$ cat src/rtl/magnitude_shift_add_mult.sv
// magnitude_shift_add_mult: sequential signed-magnitude shift-add multiplier, one multiplier bit per clock.
// Optional MAG_MULT_ZERO_SKIP_EN: zero operands bypass iteration and go straight to sign correction.
module magnitude_shift_add_mult #(
  parameter int WIDTH = 4
) (
  input  logic               clk,
  input  logic               rst,
  input  logic [WIDTH-1:0]   first_mag,
  input  logic [WIDTH-1:0]   second_mag,
  input  logic               first_sign,
  input  logic               second_sign,
  input  logic               mag_valid,
  output logic               busy,
  output logic [2*WIDTH-1:0] product,
  output logic               product_valid
);
  localparam int CW = (WIDTH > 1) ? $clog2(WIDTH) : 1;
  typedef enum logic [1:0] {IDLE, ITER, SIGN} state_t;
  state_t             state_q, state_d;
  logic [WIDTH-1:0]   mcand_q, mcand_d, mplier_q, mplier_d;
  logic [WIDTH:0]     acc_q, acc_d, sum;
  logic [CW-1:0]      cnt_q, cnt_d;
  logic               neg_q, neg_d, pv_q, pv_d;
  logic [2*WIDTH-1:0] product_q, product_d, result;
  always_ff @(posedge clk or posedge rst)
    if (rst) begin
      state_q   <= IDLE;
      mcand_q   <= '0;
      mplier_q  <= '0;
      acc_q     <= '0;
      cnt_q     <= '0;
      neg_q     <= 1'b0;
      pv_q      <= 1'b0;
      product_q <= '0;
    end else begin
      state_q   <= state_d;
      mcand_q   <= mcand_d;
      mplier_q  <= mplier_d;
      acc_q     <= acc_d;
      cnt_q     <= cnt_d;
      neg_q     <= neg_d;
      pv_q      <= pv_d;
      product_q <= product_d;
    end
  // acc carries one extra bit so the add never loses the carry before the shift
  assign sum    = acc_q + {1'b0, mplier_q[0] ? mcand_q : '0};
  assign result = {acc_q[WIDTH-1:0], mplier_q};
  always_comb begin
    state_d   = state_q;
    mcand_d   = mcand_q;
    mplier_d  = mplier_q;
    acc_d     = acc_q;
    cnt_d     = cnt_q;
    neg_d     = neg_q;
    pv_d      = 1'b0;
    product_d = product_q;
    case (state_q)
      IDLE: if (mag_valid) begin
        mcand_d  = first_mag;
        mplier_d = second_mag;
        neg_d    = first_sign ^ second_sign;
        acc_d    = '0;
        cnt_d    = '0;
        state_d  = ITER;
`ifdef MAG_MULT_ZERO_SKIP_EN
        if (first_mag == '0 || second_mag == '0) begin
          mplier_d = '0;
          state_d  = SIGN;
        end
`else
`endif
      end
      ITER: begin
        acc_d    = {1'b0, sum[WIDTH:1]};
        mplier_d = {sum[0], mplier_q[WIDTH-1:1]};
        cnt_d    = cnt_q + 1'b1;
        state_d  = (cnt_q == CW'(WIDTH-1)) ? SIGN : ITER;
      end
      SIGN: begin
        product_d = neg_q ? (~result + 1'b1) : result;
        pv_d      = 1'b1;
        state_d   = IDLE;
      end
      default: state_d = IDLE;
    endcase
  end
  assign busy          = (state_q != IDLE);
  assign product       = product_q;
  assign product_valid = pv_q;
endmodule

$ cat config.mk
export PLATFORM = sky130hd
export DESIGN_NAME = magnitude_shift_add_mult
export DESIGN_NICKNAME = d
export VERILOG_FILES = /design/src/rtl/magnitude_shift_add_mult.sv
export SDC_FILE = /design/constraint.sdc
export NUM_CORES = 1
export LEC_CHECK = 0
export BUFFER_PORTS_ARGS = -buffer_cell sky130_fd_sc_hd__buf_2
export CORE_ASPECT_RATIO = 0.7
export CORE_MARGIN = 3
export CORE_UTILIZATION = 44
export CTS_BUF_LIST = sky130_fd_sc_hd__clkbuf_4
export DETAILED_ROUTE_END_ITERATION = 6
export PLACE_DENSITY = 0.72
export SYNTH_ARGS = -nofsm -noshare
export SYNTH_HDL_FRONTEND = slang
export SYNTH_SLANG_ARGS = --single-unit
$ cat constraint.sdc
create_clock -name clk -period 3.7 [get_ports clk]
set_input_delay 0.74 -clock clk [delete_from_list [all_inputs] [get_ports clk]]
set_output_delay 0.74 -clock clk [all_outputs]
set_load 0.05 [all_outputs]
### Yosys cells after proc, flatten, opt, wreduce, memory -nomap -nowiden

Cells that the tools add are included.

* register bits: 27
* output and inout bits: 10
* logic and storage cells: 34

* add/sub/neg operators: 3
* equal/unequal tests: 4
* muxes and demuxes: 12
* bitwise operators: 2
* reductions and logical operators: 5

Operators by type and width (number)
* $pmux W5 S2: 1
* $add A8 B1 Y8 const B: 1
* $mux W4: 2
* $mux W8: 1
* $not A8 Y8: 1
* $pmux W2 S2: 2
* $pmux W4 S2: 1
* $mux W2: 3
* $add A5 B4 Y5: 1
* $mux W5: 1
* $eq A2 B2 Y1 const B: 2
* $reduce_and A2 Y1: 2
* $reduce_bool A2 Y1: 2
* $add A2 B1 Y2 const B: 1
* $eq A2 B1 Y1 const B: 1
* $logic_not A2 Y1: 1
* $ne A2 B2 Y1 const B: 1
* $mux W1: 1
* $xor A1 B1 Y1: 1

### Longest topological paths before layout

* depth in word-level cells: 3
* mapped depth: 8
* gate-level depth less buffers: 8

### Worst setup path before layout

Ideal clock, no wire load.

* path type: reg2reg
* start point: reg state_q[1]
* end point: reg mcand_q[0]
* library setup time: 125 ps
* arrival time: 1482 ps
* path slack: 2093 ps
* stages on the path, launching flop included: 4
* buffers on the path: 0
* period minus slack after synthesis: 1607 ps
* cell sequence: dfrtp_1 > or2_1 > nor2_2 > mux2_2

* longest elaborated chain between the ends: 2

RTL lines
* from (decl): line 19 `state_t state_q, state_d;`
* from (signal assigned): line 36 `state_q <= state_d;`
* $logic_not A2 Y1: line 57 `case (state_q)`
* $reduce_and A2 Y1 (no line)
* to (signal assigned): line 37 `mcand_q <= mcand_d;`
* to (decl): line 20 `logic [WIDTH-1:0] mcand_q, mcand_d, mplier_q, mplier_d;`

No other way between the ends.
A chain may end at the register's enable or synchronous reset.

### Final worst setup path

* start point: reg state_q[0]
* end point: out busy

* longest elaborated chain between the ends: 1

RTL lines
* $reduce_bool A2 Y1: line 87 `assign busy = (state_q != IDLE);`
* to (decl): line 13 `output logic busy,`

No other way between the ends.

==> results.toml <==
[status]
status = "finished, final reports clean"

[place]
numPortBuffers = 22
place_hpwl_microns = 1869
place_area_sq_mm = 0.001446
gp_congestion = 0.9361
dp_worst_setup_slack_ns = 1.940

[worst_setup_path]
worstSetupPathType = "register to output pin"
crit_path_top_delay_cell = "dfrtp_1"
required_ns = 2.96
max_stage_delay_ns = 0.53
startpoint_type = "register"
cp.arrival_ns = 1.35
path_delay_family = "flip-flops"
critPathBufInv = 1
endpoint_kind = "output pin"
worst-path-max-fanout = 12
path_cells = "or2_1 -> buf_2"

[yosys]
synth_fp_nets = 151
syn-mean-instance-area_sq_um = 9.962
synth_flop_cell = "dfrtp_1"
ys_ff_latch = 26
synth_area_leaders = "dfrtp_1, ha_1, nand2_1, o21ai_0, xor2_1"
synthCells = 131
yosys.area.top_type = "dfrtp_1"
ys_types = 29
synth_top_area_share_pct = 49.86
synth_edf_count = 0
ys_seq_area_share_pct = 49.86
ys_warn_count = 0
syn_area_sq_mm = 0.001305
async_reset_ff_share_pct = 100.0
ys_top_cells_by_count = "dfrtp_1, nand2_1, o21ai_0, inv_1, a21oi_1"
synth.most_common_cell = "dfrtp_1"

[clock_tree]
cts_resized = 0
clock_latency_ns = 0.32
cts_buffer_depth = 2
cts_hold_buf = 0
cts_max_level = 1
cts_buffers = 3
postCtsSetupBuffers = 0
cts_num_sinks = 26
clk_pin_slew_ns = 0.13
cts_tree = "built"
cts.root.buffer_cell = "clkbuf_4"

[route]
routed_wirelength_microns = 2431
ant_nets = 0
vias = 962
drt-initial-drc-count = 56
vias_per_cell = 5.117
wl_per_cell_microns = 12.93
drtPass1Iterations = 4
drc = 0

[layout]
nets = 175
fin_area_sq_mm = 0.001473
fillerInstances = 235
syn_to_final_growth_pct = 12.85
num_antenna_cells = 0
final_layout_size_suffix_gt1_share_pct = 20.13

[floorplan]
row_count = 15
fp.dieW_microns = 71.09
design.die.area_sq_mm = 0.003666
core-area_sq_mm = 0.002646
initial_core_util_pct = 49.31
pin_count = 23
die_h_microns = 51.57

[timing]
fin_crit_sh_pct = 56.59
final.setup.tns_ns = 0
fin_crit_ns = 2.094
tightest_slew_ns = 0.9553
clock.fmax_mhz = 477.6
worst_clock_skew_ns = 0.004408
setup_viol = 0
whs_ns = 0.4867
maxSlewViolCount = 0
slew_headroom_pct = 36.24
timing.final.hold_violations = 0
fin_ws_ns = 1.606
rsz0062_at_grt = "false"

[grt]
overflow = 0
grt_use_total_pct = 14.89
grt_pass1_vias = 987
grt_max_degree = 27
antenna_found_initial = 0
grt_pass1_wl_microns = 4284

[pwr]
peakVddDrop_mv = 0.3720
p_comb_share_pct = 51.1
switching_share_pct = 47.74
clockPowerShare_pct = 9.0
p_leak_nw = 0.7527
power.switching_mw = 0.6399
power_density_mw_per_mm2 = 910.3
sequentialPowerShare_pct = 39.9
p_int_mw = 0.7006

[worst_hold_path]
hp-class = "register to register"

[job]
cap_violations = 0
cell type report:
cell class,count,area (sq um),share of cell area (%)
clock buffers,3,22.52,1.529
clock inverters,1,3.754,0.2549
inverters,11,41.29,2.804
multi-input cells,91,601.8,40.87
flip-flops and latches,26,650.6,44.18
well taps,34,42.54,2.889
repair buffers,22,110.1,7.477
cell families after synthesis:
kind of cell	Yosys count	synth area share (%)
compound gates	33	14.76
fa+ha+maj	7	7.287
simple gates	37	13.81
mux	5	4.218
xor+xnor	9	6.041
flops	26	49.86
buf+inv	14	4.027
placed cells by master (no fill, tap or decap):
| master | Yosys | final |
|---|---|---|
| xnor2_1 | 3 | 3 |
| nor3b_1 | 2 | 2 |
| clkbuf_4 | 0 | 3 |
| dfrtp_1 | 26 | 26 |
| mux2i_1 | 1 | 1 |
| and2_1 | 3 | 3 |
| buf_2 | 0 | 22 |
| o41ai_1 | 1 | 1 |
| mux2_2 | 2 | 2 |
| or4_1 | 1 | 1 |
| a21oi_1 | 7 | 7 |
| o21ai_1 | 5 | 5 |
| or2_1 | 1 | 1 |
| a22oi_1 | 2 | 2 |
| clkinv_1 | 0 | 1 |
| nand2b_1 | 3 | 3 |
| o21bai_1 | 1 | 1 |
| nor2_1 | 5 | 5 |
| inv_1 | 11 | 11 |
| mux2_1 | 2 | 2 |
| a21o_1 | 2 | 2 |
| o21ai_0 | 13 | 13 |
| or3_4 | 1 | 1 |
| o21ai_2 | 1 | 1 |
| ha_1 | 6 | 6 |
| o31ai_2 | 1 | 1 |
| nor2_2 | 1 | 1 |
| nand2_1 | 19 | 19 |
| fa_1 | 1 | 1 |
| xor2_1 | 6 | 6 |
| nor2b_1 | 1 | 1 |
flip-flops by register name (all words and copies together) (netlist names):
signal	flops
product	8
acc_q	4
mcand_q	4
mplier_q	4
cnt_q	2
state_q	2
neg_q	1
product_valid	1
per-layer routing:
metal | vias to the layer above | part of all wire, % | global-route usage, %
met4 | 0 | 0.58 | 4.375
li1 | 483 | - | -
met1 | 452 | 50 | 19.56
met5 | - | 0 | 0
met2 | 25 | 44 | 23.23
met3 | 2 | 5.3 | 5.405
per-stage QoR:
stage | power, mW | instances | util, %
2_1_floorplan | 1.062 | 131 | -
3_5_place_dp | 1.227 | 184 | 54.66
4_1_cts | 1.348 | 188 | 55.65
6_report | 1.341 | 188 | 55.65
3_3_place_gp | 1.194 | 184 | 54.66
5_1_grt | 1.453 | 188 | 55.65
power groups by stage:
stage | registers, mW | logic [mW] | clock network (mW)
2_1_floorplan | 0.628 | 0.434 | 0
3_3_place_gp | 0.530 | 0.665 | 0
3_5_place_dp | 0.537 | 0.690 | 0
4_1_cts | 0.531 | 0.691 | 0.126
5_1_grt | 0.552 | 0.763 | 0.138
6_report | 0.535 | 0.685 | 0.120
worst paths after layout:
kind                       depth (start not counted)  slack (ns)                     end                    start
max                                                2        1.61                    busy   state_q[0]$_DFFE_PP0P_
min                                                2        0.49  product[4]$_DFFE_PP0P_   product[4]$_DFFE_PP0P_
max reg2reg                                        8        1.91    acc_q[3]$_DFFE_PP0P_  mplier_q[0]$_DFFE_PP0P_
min reg2reg                                        2        0.49  product[4]$_DFFE_PP0P_   product[4]$_DFFE_PP0P_
max in group asynchronous                          2        2.51  product[3]$_DFFE_PP0P_                      rst
min in group asynchronous                          2        0.62  mcand_q[3]$_DFFE_PP0P_                      rst
tightest hold or removal path, cell delays in order, from the launching register on:
cell,delay [ns]
dfrtp_1,0.36
nand2_1,0.04
o21ai_0,0.06
(Power assumes the default switching activity.)
